**config.mk**
```make
export PLATFORM = sky130hd
export DESIGN_NAME = mul_div_unit
export DESIGN_NICKNAME = d
export VERILOG_FILES = /design/src/rtl/mul_div_unit.sv
export SDC_FILE = /design/constraint.sdc
export NUM_CORES = 1
export LEC_CHECK = 0
export BUFFER_PORTS_ARGS = -buffer_cell sky130_fd_sc_hd__buf_2
export CORE_MARGIN = 4
export CORE_UTILIZATION = 50
export CTS_CLUSTER_DIAMETER = 50
export DETAILED_ROUTE_END_ITERATION = 10
export GPL_TIMING_DRIVEN = 1
export PLACE_DENSITY = 0.68
export RECOVER_POWER = 100
export SLEW_MARGIN = 20
export SYNTH_ARGS = -nofsm -noshare
export SYNTH_HDL_FRONTEND = slang
export SYNTH_SLANG_ARGS = --single-unit
```
**constraint.sdc**
```tcl
create_clock -name clk -period 12.7 [get_ports clk]
set_clock_uncertainty 0.15 [all_clocks]
set_input_delay 0 -clock clk [delete_from_list [all_inputs] [get_ports clk]]
set_output_delay 0 -clock clk [all_outputs]
set_load 0.05 [all_outputs]
```
**src/rtl/mul_div_unit.sv**
```systemverilog
// Iterative RV32M multiply/divide unit: one bit per cycle, shift-add multiply, restoring divide.
// Define MDU_FAST_SPECIAL_EN to send divide-by-zero and signed overflow straight from IDLE to DONE.
module mul_div_unit #(
    parameter int Reg_size = 32
) (
    input  logic                       clk,
    input  logic                       rst,
    input  logic                       start,
    input  logic [2:0]                 funct3,
    input  logic signed [Reg_size-1:0] rs1_data,
    input  logic signed [Reg_size-1:0] rs2_data,
    output logic                       busy,
    output logic                       done,
    output logic signed [Reg_size-1:0] result
);

    localparam int W  = Reg_size;
    localparam int CW = $clog2(W);
    localparam logic [CW-1:0] LastCount = CW'(W - 1);
    localparam logic [W-1:0]  MinNeg    = {1'b1, {(W-1){1'b0}}};

`ifdef MDU_FAST_SPECIAL_EN
    localparam bit FastSpecial = 1'b1;
`else
    localparam bit FastSpecial = 1'b0;
`endif

    typedef enum logic [1:0] {IDLE, CALC, DONE} state_t;

    state_t state_reg, state_next;

    logic [CW-1:0] count_reg;
    logic [2:0]    op_reg;
    logic [W-1:0]  rs1_reg;
    logic [W-1:0]  mcand_reg;
    logic [W-1:0]  hi_reg;
    logic [W-1:0]  lo_reg;
    logic          q_neg_reg;
    logic          r_neg_reg;
    logic          dz_reg;
    logic          ovf_reg;
    logic [W-1:0]  result_reg;

    // Forced results for divide by zero (div_zero=1) or signed overflow (div_zero=0).
    function automatic logic [W-1:0] special_value(input logic [2:0] op,
                                                   input logic [W-1:0] dividend,
                                                   input logic div_zero);
        if (div_zero)
            return op[1] ? dividend : {W{1'b1}};
        return op[1] ? {W{1'b0}} : dividend;
    endfunction

    // Operand decode at issue time: signedness, magnitudes and special cases.
    logic [W-1:0] a_raw, b_raw, a_mag_in, b_mag_in;
    logic         a_signed_in, b_signed_in, a_neg_in, b_neg_in;
    logic         dz_in, ovf_in, special_in, fast_take;

    always_comb begin
        a_raw       = rs1_data;
        b_raw       = rs2_data;
        a_signed_in = funct3[2] ? ~funct3[0] : (funct3[1:0] != 2'b11);
        b_signed_in = funct3[2] ? ~funct3[0] : ~funct3[1];
        a_neg_in    = a_signed_in & a_raw[W-1];
        b_neg_in    = b_signed_in & b_raw[W-1];
        a_mag_in    = a_neg_in ? (~a_raw + 1'b1) : a_raw;
        b_mag_in    = b_neg_in ? (~b_raw + 1'b1) : b_raw;
        dz_in       = funct3[2] && (b_raw == '0);
        ovf_in      = funct3[2] && !funct3[0] && (a_raw == MinNeg) && (b_raw == {W{1'b1}});
        special_in  = dz_in | ovf_in;
        fast_take   = special_in & FastSpecial;
    end

    // One iteration step; hi/lo hold the running product or remainder/quotient.
    logic [W:0]   add_sum;
    logic [W:0]   shifted;
    logic [W+1:0] diff;
    logic [W-1:0] hi_next, lo_next;

    always_comb begin
        add_sum = {1'b0, hi_reg} + (lo_reg[0] ? {1'b0, mcand_reg} : {(W+1){1'b0}});
        shifted = {hi_reg, lo_reg[W-1]};
        diff    = {1'b0, shifted} - {2'b00, mcand_reg};
        if (op_reg[2]) begin
            if (!diff[W+1]) begin
                hi_next = diff[W-1:0];
                lo_next = {lo_reg[W-2:0], 1'b1};
            end else begin
                hi_next = shifted[W-1:0];
                lo_next = {lo_reg[W-2:0], 1'b0};
            end
        end else begin
            hi_next = add_sum[W:1];
            lo_next = {add_sum[0], lo_reg[W-1:1]};
        end
    end

    // Sign fix-up of the final step's values, then result selection.
    logic [2*W-1:0] prod, prod_fix;
    logic [W-1:0]   quot_fix, rem_fix, calc_result;

    always_comb begin
        prod     = {hi_next, lo_next};
        prod_fix = q_neg_reg ? (~prod + 1'b1) : prod;
        quot_fix = q_neg_reg ? (~lo_next + 1'b1) : lo_next;
        rem_fix  = r_neg_reg ? (~hi_next + 1'b1) : hi_next;
        if (op_reg[2])
            calc_result = op_reg[1] ? rem_fix : quot_fix;
        else
            calc_result = (op_reg[1:0] == 2'b00) ? prod_fix[W-1:0] : prod_fix[2*W-1:W];
        if (dz_reg | ovf_reg)
            calc_result = special_value(op_reg, rs1_reg, dz_reg);
    end

    always_ff @(posedge clk) begin
        if (rst)
            state_reg <= IDLE;
        else
            state_reg <= state_next;
    end

    always_comb begin
        state_next = state_reg;
        case (state_reg)
            IDLE:    if (start) state_next = fast_take ? DONE : CALC;
            CALC:    if (count_reg == LastCount) state_next = DONE;
            DONE:    state_next = IDLE;
            default: state_next = IDLE;
        endcase
    end

    always_ff @(posedge clk) begin
        if (rst) begin
            count_reg  <= '0;
            op_reg     <= '0;
            rs1_reg    <= '0;
            mcand_reg  <= '0;
            hi_reg     <= '0;
            lo_reg     <= '0;
            q_neg_reg  <= 1'b0;
            r_neg_reg  <= 1'b0;
            dz_reg     <= 1'b0;
            ovf_reg    <= 1'b0;
            result_reg <= '0;
        end else begin
            case (state_reg)
                IDLE: begin
                    if (start) begin
                        count_reg <= '0;
                        op_reg    <= funct3;
                        rs1_reg   <= a_raw;
                        mcand_reg <= b_mag_in;
                        hi_reg    <= '0;
                        lo_reg    <= a_mag_in;
                        q_neg_reg <= a_neg_in ^ b_neg_in;
                        r_neg_reg <= a_neg_in;
                        dz_reg    <= dz_in;
                        ovf_reg   <= ovf_in;
                        if (fast_take)
                            result_reg <= special_value(funct3, a_raw, dz_in);
                    end
                end
                CALC: begin
                    hi_reg    <= hi_next;
                    lo_reg    <= lo_next;
                    count_reg <= count_reg + 1'b1;
                    if (count_reg == LastCount)
                        result_reg <= calc_result;
                end
                default: ;
            endcase
        end
    end

    assign busy   = (state_reg != IDLE);
    assign done   = (state_reg == DONE);
    assign result = result_reg;

endmodule
```
==> impl_metrics.toml, run 1 <==
[run_status]
outcome = "finished, violations left"
violations = "max-capacitance violations, max-slew violations"

[floorplanning]
core.rowCount = 65
die_area_um2 = 35000
start_util_pct = 50.81
die_h_um = 187.1
fp.dieW_um = 187.1
core_um2 = 31560
io_pins = 104

[sta]
tightest_slew_ns = 4.171
maxSlewViolCount = 369
period_needed_ns = 7.447
hold_violations = 0
maxSlewHeadroom_pct = -178.1
grt_setup_unrepaired = "false"
max_freq_ghz = 0.1343
setup_slack_ns = 5.253
setup_violations = 0
finalCritPeriodShare_pct = 58.64
tns_ns = 0

[grt]
first_global_vias = 16220
grt_max_degree = 86
grtUsageTotal_pct = 35.89
grt.overflow.total = 0
grt_pass1_wl_um = 99330
antenna_found_initial = 0

[placed_design]
post-place-ws_ns = 7.041
hpwl_um = 48450
placed_cells = 2628
portBuffers = 103
place_congestion = 1.043

[yosys]
synth_area_um2 = 16030
synth_area_leader_cell = "dfxtp_1"
async_reset_ff_share_pct = 0
synth_seq_area_share_pct = 21.73
synth_cell_type_count = 103
ys_seq_elements = 174
yosys-top-cells-area = "dfxtp_1, nor2_1, a21oi_1"
synth_edf_count = 0
yosysWarnings = 0
synth.top_cell.area_share_pct = 21.73
syn_area_per_cell_um2 = 7.145
syn-num-nets = 2387
netlist_instances = 2244
synth-main-ff-cell = "dfxtp_1"

[pwr]
ir_drop_uv = 104.9
p_leak_nw = 6.948
powerDensity_nw_per_um2 = 102.4

[setup_path]
start_kind = "input pin"
slowest_stage = "clkbuf_1"
endpoint_kind = "flip-flop"
cp_common_cell = "clkbuf_1"
slowest_delay_ns = 2.70
cp.required_ns = 12.67
worstSetupPathType = "in -> reg"
cp_max_fo = 77
critical_path.top_delay_family = "buffers and inverters"
path_buf_inv = 4
crit_path_cell_trace = "dlygate4sd3_1, clkbuf_1, clkbuf_1, clkbuf_1, a311oi_1"
cp.arrival_ns = 7.42

[clock_network]
cts_root_buf = "clkbuf_16"
clkSinkCount = 174
post_cts_resized = 0
cts_buffers = 17
post-cts-setup-buffer-count = 0
clk_pin_slew_worst_paths_ns = 0.08
clk_path_buf_depth = 2
cts-htree-levels = 4
cts_tree = "done"
clock_latency_ns = 0.47

[detailed_routing]
wl_um = 65720
postRouteAntennaNets = 0
firstDrtPassIters = 6
avgRoutedWirePerCell_um = 23.97
vias = 17970
drt_iter0_drc = 2162
routed_via_density = 6.552
drc = 0

[finish]
mostFrequentLayoutCells = "nor2_1, nand2_1, a21oi_1"
drive_above_1_share_pct = 7.097
utilization_pct = 56.90
final.fill_count = 3082
multi_input_area_um2 = 11670
final_common_cell = "nor2_1"
layout.cells.non_filler = 2742
syn2layout_area_growth_pct = 11.99
fin_nets = 2469
regArea_um2 = 3490

[flow_run]
cap_violations = 5

[min_path]
hold_class = "in -> reg"
[cells by family (layout without fill, tap and decap cells)]
kind of cell             count (synthesis)  in the layout  share of synthesized area (%)
AO/OA/AOI/OAI                          703            703                          29.37
XOR/XNOR                               170            170                          9.287
other                                    0              1                              0
multiplexers                            54             54                          3.410
flip-flops                             174            174                          21.73
AND/OR/NAND/NOR                        861            861                          25.22
adder cells (fa/ha/maj)                 73             73                          5.791
buffers and inverters                  209            304                          5.190
[where the power goes]
group / leakage [nW] / switching [mW] / internal [mW]
registers: 1.42 / 0.0389 / 0.574
clock network: 0.289 / 0.279 / 0.282
logic: 5.24 / 0.437 / 0.227
total: 6.95 / 0.755 / 1.08
[metal layers]
metal | wire, um | global-route usage, % | vias up
li1 | - | - | 8343
met4 | 1950 | 10.72 | 0
met2 | 27410 | 52.14 | 972
met3 | 7587 | 9.630 | 117
met5 | 0 | 0 | -
met1 | 28770 | 51.90 | 8534
[area by class of cell]
cell class | instances | area share, %
Multi-Input combinational cell | 1861 | 65.02
Sequential cell | 174 | 19.43
Timing Repair Buffer | 209 | 8.083
Tap cell | 402 | 2.801
Clock buffer | 17 | 2.369
Inverter | 63 | 1.317
Clock inverter | 15 | 0.9616
Antenna cell | 1 | 0.01394
[stage by stage]
stage	power, mW	area [um^2]	hold slack [ns]
after floorplan	1.046	16030	-0.01404
after global placement	1.240	16670	0.1022
after detailed placement	1.244	16670	0.1137
after CTS	1.818	18080	0.007747
after global routing	1.915	17950	0.04591
final	1.838	17960	0.02492
[Yosys cell counts (all sizes together) (10+ instances only)]
library cell / count
nand4: 30
a21o: 30
mux2i: 49
a211oi: 51
nand2: 257
ha: 71
nor4: 14
o221ai: 10
nor2b: 16
buf: 39
xnor2: 81
o211ai: 23
o21ai: 138
inv: 60
and3: 16
a311oi: 12
xor2: 89
nor3: 54
or3: 20
a221oi: 53
and2: 49
dfxtp: 174
clkbuf: 107
nand2b: 14
or4: 11
a21oi: 205
a31oi: 38
nor2: 284
nand3: 57
o41ai: 11
o31ai: 30
o21bai: 12
[worst paths after layout]
check | start | endpoint | slack (ns) | cells past startpoint
worst max-delay path | rst | mcand_reg[14] | 5.25 | 5
worst min-delay path | rs2_data[15] | ovf_reg | 0.02 | 7
worst min register to register | rs1_reg[10] | rs1_reg[10] | 0.31 | 2
worst max register to register | hi_reg[17] | result[29] | 5.66 | 14
[what timing repair did]
item,CTS,global route
endpoints found under the setup margin,0,0
hold endpoints to repair,114,0
hold buffers,81,0
[worst reg2reg max path, delay by kind of cell (launching register included)]
| kind | cells | cell delay (ns) |
|---|---|---|
| AOI/OAI and AO/OA | 8 | 2.95 |
| DFF | 1 | 0.51 |
| and+or+nand+nor | 5 | 2.73 |
| adders and majority gates | 1 | 0.39 |
(Power assumes the default switching activity.)
==> run 2, diff against run 1 <==
--- a/config.mk
+++ b/config.mk
@@ -11,7 +11,7 @@
 export CTS_CLUSTER_DIAMETER = 50
 export DETAILED_ROUTE_END_ITERATION = 10
 export GPL_TIMING_DRIVEN = 1
-export PLACE_DENSITY = 0.68
+export PLACE_DENSITY = 0.7
 export RECOVER_POWER = 100
 export SLEW_MARGIN = 20
 export SYNTH_ARGS = -nofsm -noshare
==> constraint.sdc (replaced) <==
create_clock -name clk -period 6.65 [get_ports clk]
set_clock_uncertainty 0.15 [all_clocks]
set_input_delay 0 -clock clk [delete_from_list [all_inputs] [get_ports clk]]
set_output_delay 0 -clock clk [all_outputs]
set_load 0.05 [all_outputs]
==> run 2 against run 1 <==
Effect of this change:
- the run still ends with max-capacitance violations, max-slew violations left
- design area is 1.7% higher
- sequential power is 89% higher
- first-iteration DRC count up 8.1%
- critical path depth is 12 higher
- cell count increased by 1.1%
- sequential share of layout area is 0.33 points lower
- register-to-register slack worse by 4.9 ns
==> impl_metrics.toml, run 2 (synthesis gave the netlist of run 1 again) <==
[run_status]
outcome = "finished, violations left"
violations = "max-capacitance violations, max-slew violations"

[placed_design]
place_congestion = 1.049
place_area_um2 = 16740
placed_cells = 2637
hpwl_um = 47700
portBuffers = 103

[grt]
grt_pass1_wl_um = 99510
grt.overflow.total = 0
grt_max_degree = 77
grtUsageTotal_pct = 35.60
antenna_found_initial = 4
first_global_vias = 16760

[setup_path]
cp.arrival_ns = 6.14
critical_path.top_delay_family = "compound AO/OA/AOI/OAI gates"
cp.required_ns = 6.86
crit_path_cell_trace = "inv_1, ha_1, nor2b_1, o2111ai_1, a21oi_1, o311ai_0, buf_4, nand2_2, buf_4, a311oi_1, nand2_1, or4_1, or4_1, o41ai_1, xor2_1, a21oi_1, o21a_1"
path_buf_inv = 3
critical_path_depth = 17
start_kind = "flip-flop"
cp_max_fo = 16
slowest_delay_ns = 0.56
endpoint_kind = "flip-flop"
r2r_cells = 17
slowest_stage = "o2111ai_1"
worstSetupPathType = "reg -> reg"

[clock_network]
cts_buffers = 17
hold_buffers = 103
post_cts_resized = 0
post-cts-setup-buffer-count = 0
clkSinkCount = 174
cts_tree = "done"
clock_latency_ns = 0.47
clk_pin_slew_worst_paths_ns = 0.08
cts_root_buf = "clkbuf_16"
cts-htree-levels = 4
clk_path_buf_depth = 2

[finish]
layout.cells.non_filler = 2773
final.fill_count = 3012
drive_above_1_share_pct = 7.468
multi_input_area_um2 = 11700
design_area_um2 = 18260
syn2layout_area_growth_pct = 13.91
mostFrequentLayoutCells = "nor2_1, nand2_1, a21oi_1"
final_common_cell = "nor2_1"
regArea_um2 = 3488
fin_nets = 2500

[sta]
grt_setup_unrepaired = "false"
maxSlewHeadroom_pct = -177.5
maxSlewViolCount = 283
max_freq_ghz = 0.1685
tns_ns = 0
tightest_slew_ns = 4.163
finalCritPeriodShare_pct = 89.23
hold_violations = 0
period_needed_ns = 5.934
setup_violations = 0

[flow_run]
cap_violations = 6

[floorplanning]
die_h_um = 187.1
fp.dieW_um = 187.1
core_um2 = 31560
start_util_pct = 50.81
io_pins = 104
die_area_um2 = 35000
core.rowCount = 65

[detailed_routing]
wl_um = 64890
postRouteAntennaNets = 0
drc = 0
drt_iter0_drc = 2337
routed_via_density = 6.581
avgRoutedWirePerCell_um = 23.40
vias = 18250
firstDrtPassIters = 8

[min_path]
hold_class = "in -> reg"
holdPathStages = 4

[pwr]
ir_drop_uv = 232.4
powerDensity_nw_per_um2 = 193.5
p_leak_nw = 7.142
## run 2: cell types whose count changed in the layout (fill, tap and decap cells not counted), sizes merged
cell         previous run  this run
buf                    88        96
dlygate4sd3            81       103
clkbuf                 57        58
clkinv                  6         7
clkinvlp                2         1
## run 2: area by class of cell
cell class	count	area share, %
inverters	63	1.295
multi-input cells	1861	64.06
clock inverters	15	0.9455
clock buffers	17	2.329
well taps	402	2.754
repair buffers	240	9.503
flip-flops and latches	174	19.10
diodes	1	0.01370
## run 2: tightest hold or removal path: stages
cell,delay [ns]
dlygate4sd3_1,0.52
buf_2,0.15
nand2_1,0.06
a21oi_1,0.05
## run 2: stage by stage
stage	hold WS, ns	util [%]	worst slack, ns	power [mW]
2_1_floorplan	-0.01404	-	2.216	1.997
3_3_place_gp	0.1184	53.06	1.357	2.369
3_5_place_dp	0.1263	53.06	1.197	2.377
4_1_cts	0.06228	58.22	1.156	3.491
5_1_grt	0.2071	57.87	0.3936	3.676
6_report	0.1936	57.87	0.7162	3.534
## run 2: worst paths after layout
check | endpoint | slack (ns) | start
max | result[31] | 0.72 | mcand_reg[1]
min reg2reg | rs1_reg[19] | 0.31 | rs1_reg[19]
max reg2reg | result[31] | 0.72 | mcand_reg[1]
min | op_reg[2] | 0.19 | funct3[2]
## run 2: routing by layer
metal / vias up / track usage, % / share of wire (%)
met3: 181 / 9.742 / 11
met4: 6 / 11.23 / 3.4
met1: 8654 / 49.76 / 43
met2: 998 / 53.39 / 42
met5: - / 0 / 0.060
li1: 8409 / - / -
## run 2: power by group
part	internal, mW	total, mW	switching, mW
clock	0.540	1.08	0.536
combinational	0.447	1.29	0.846
sequential	1.10	1.16	0.0688
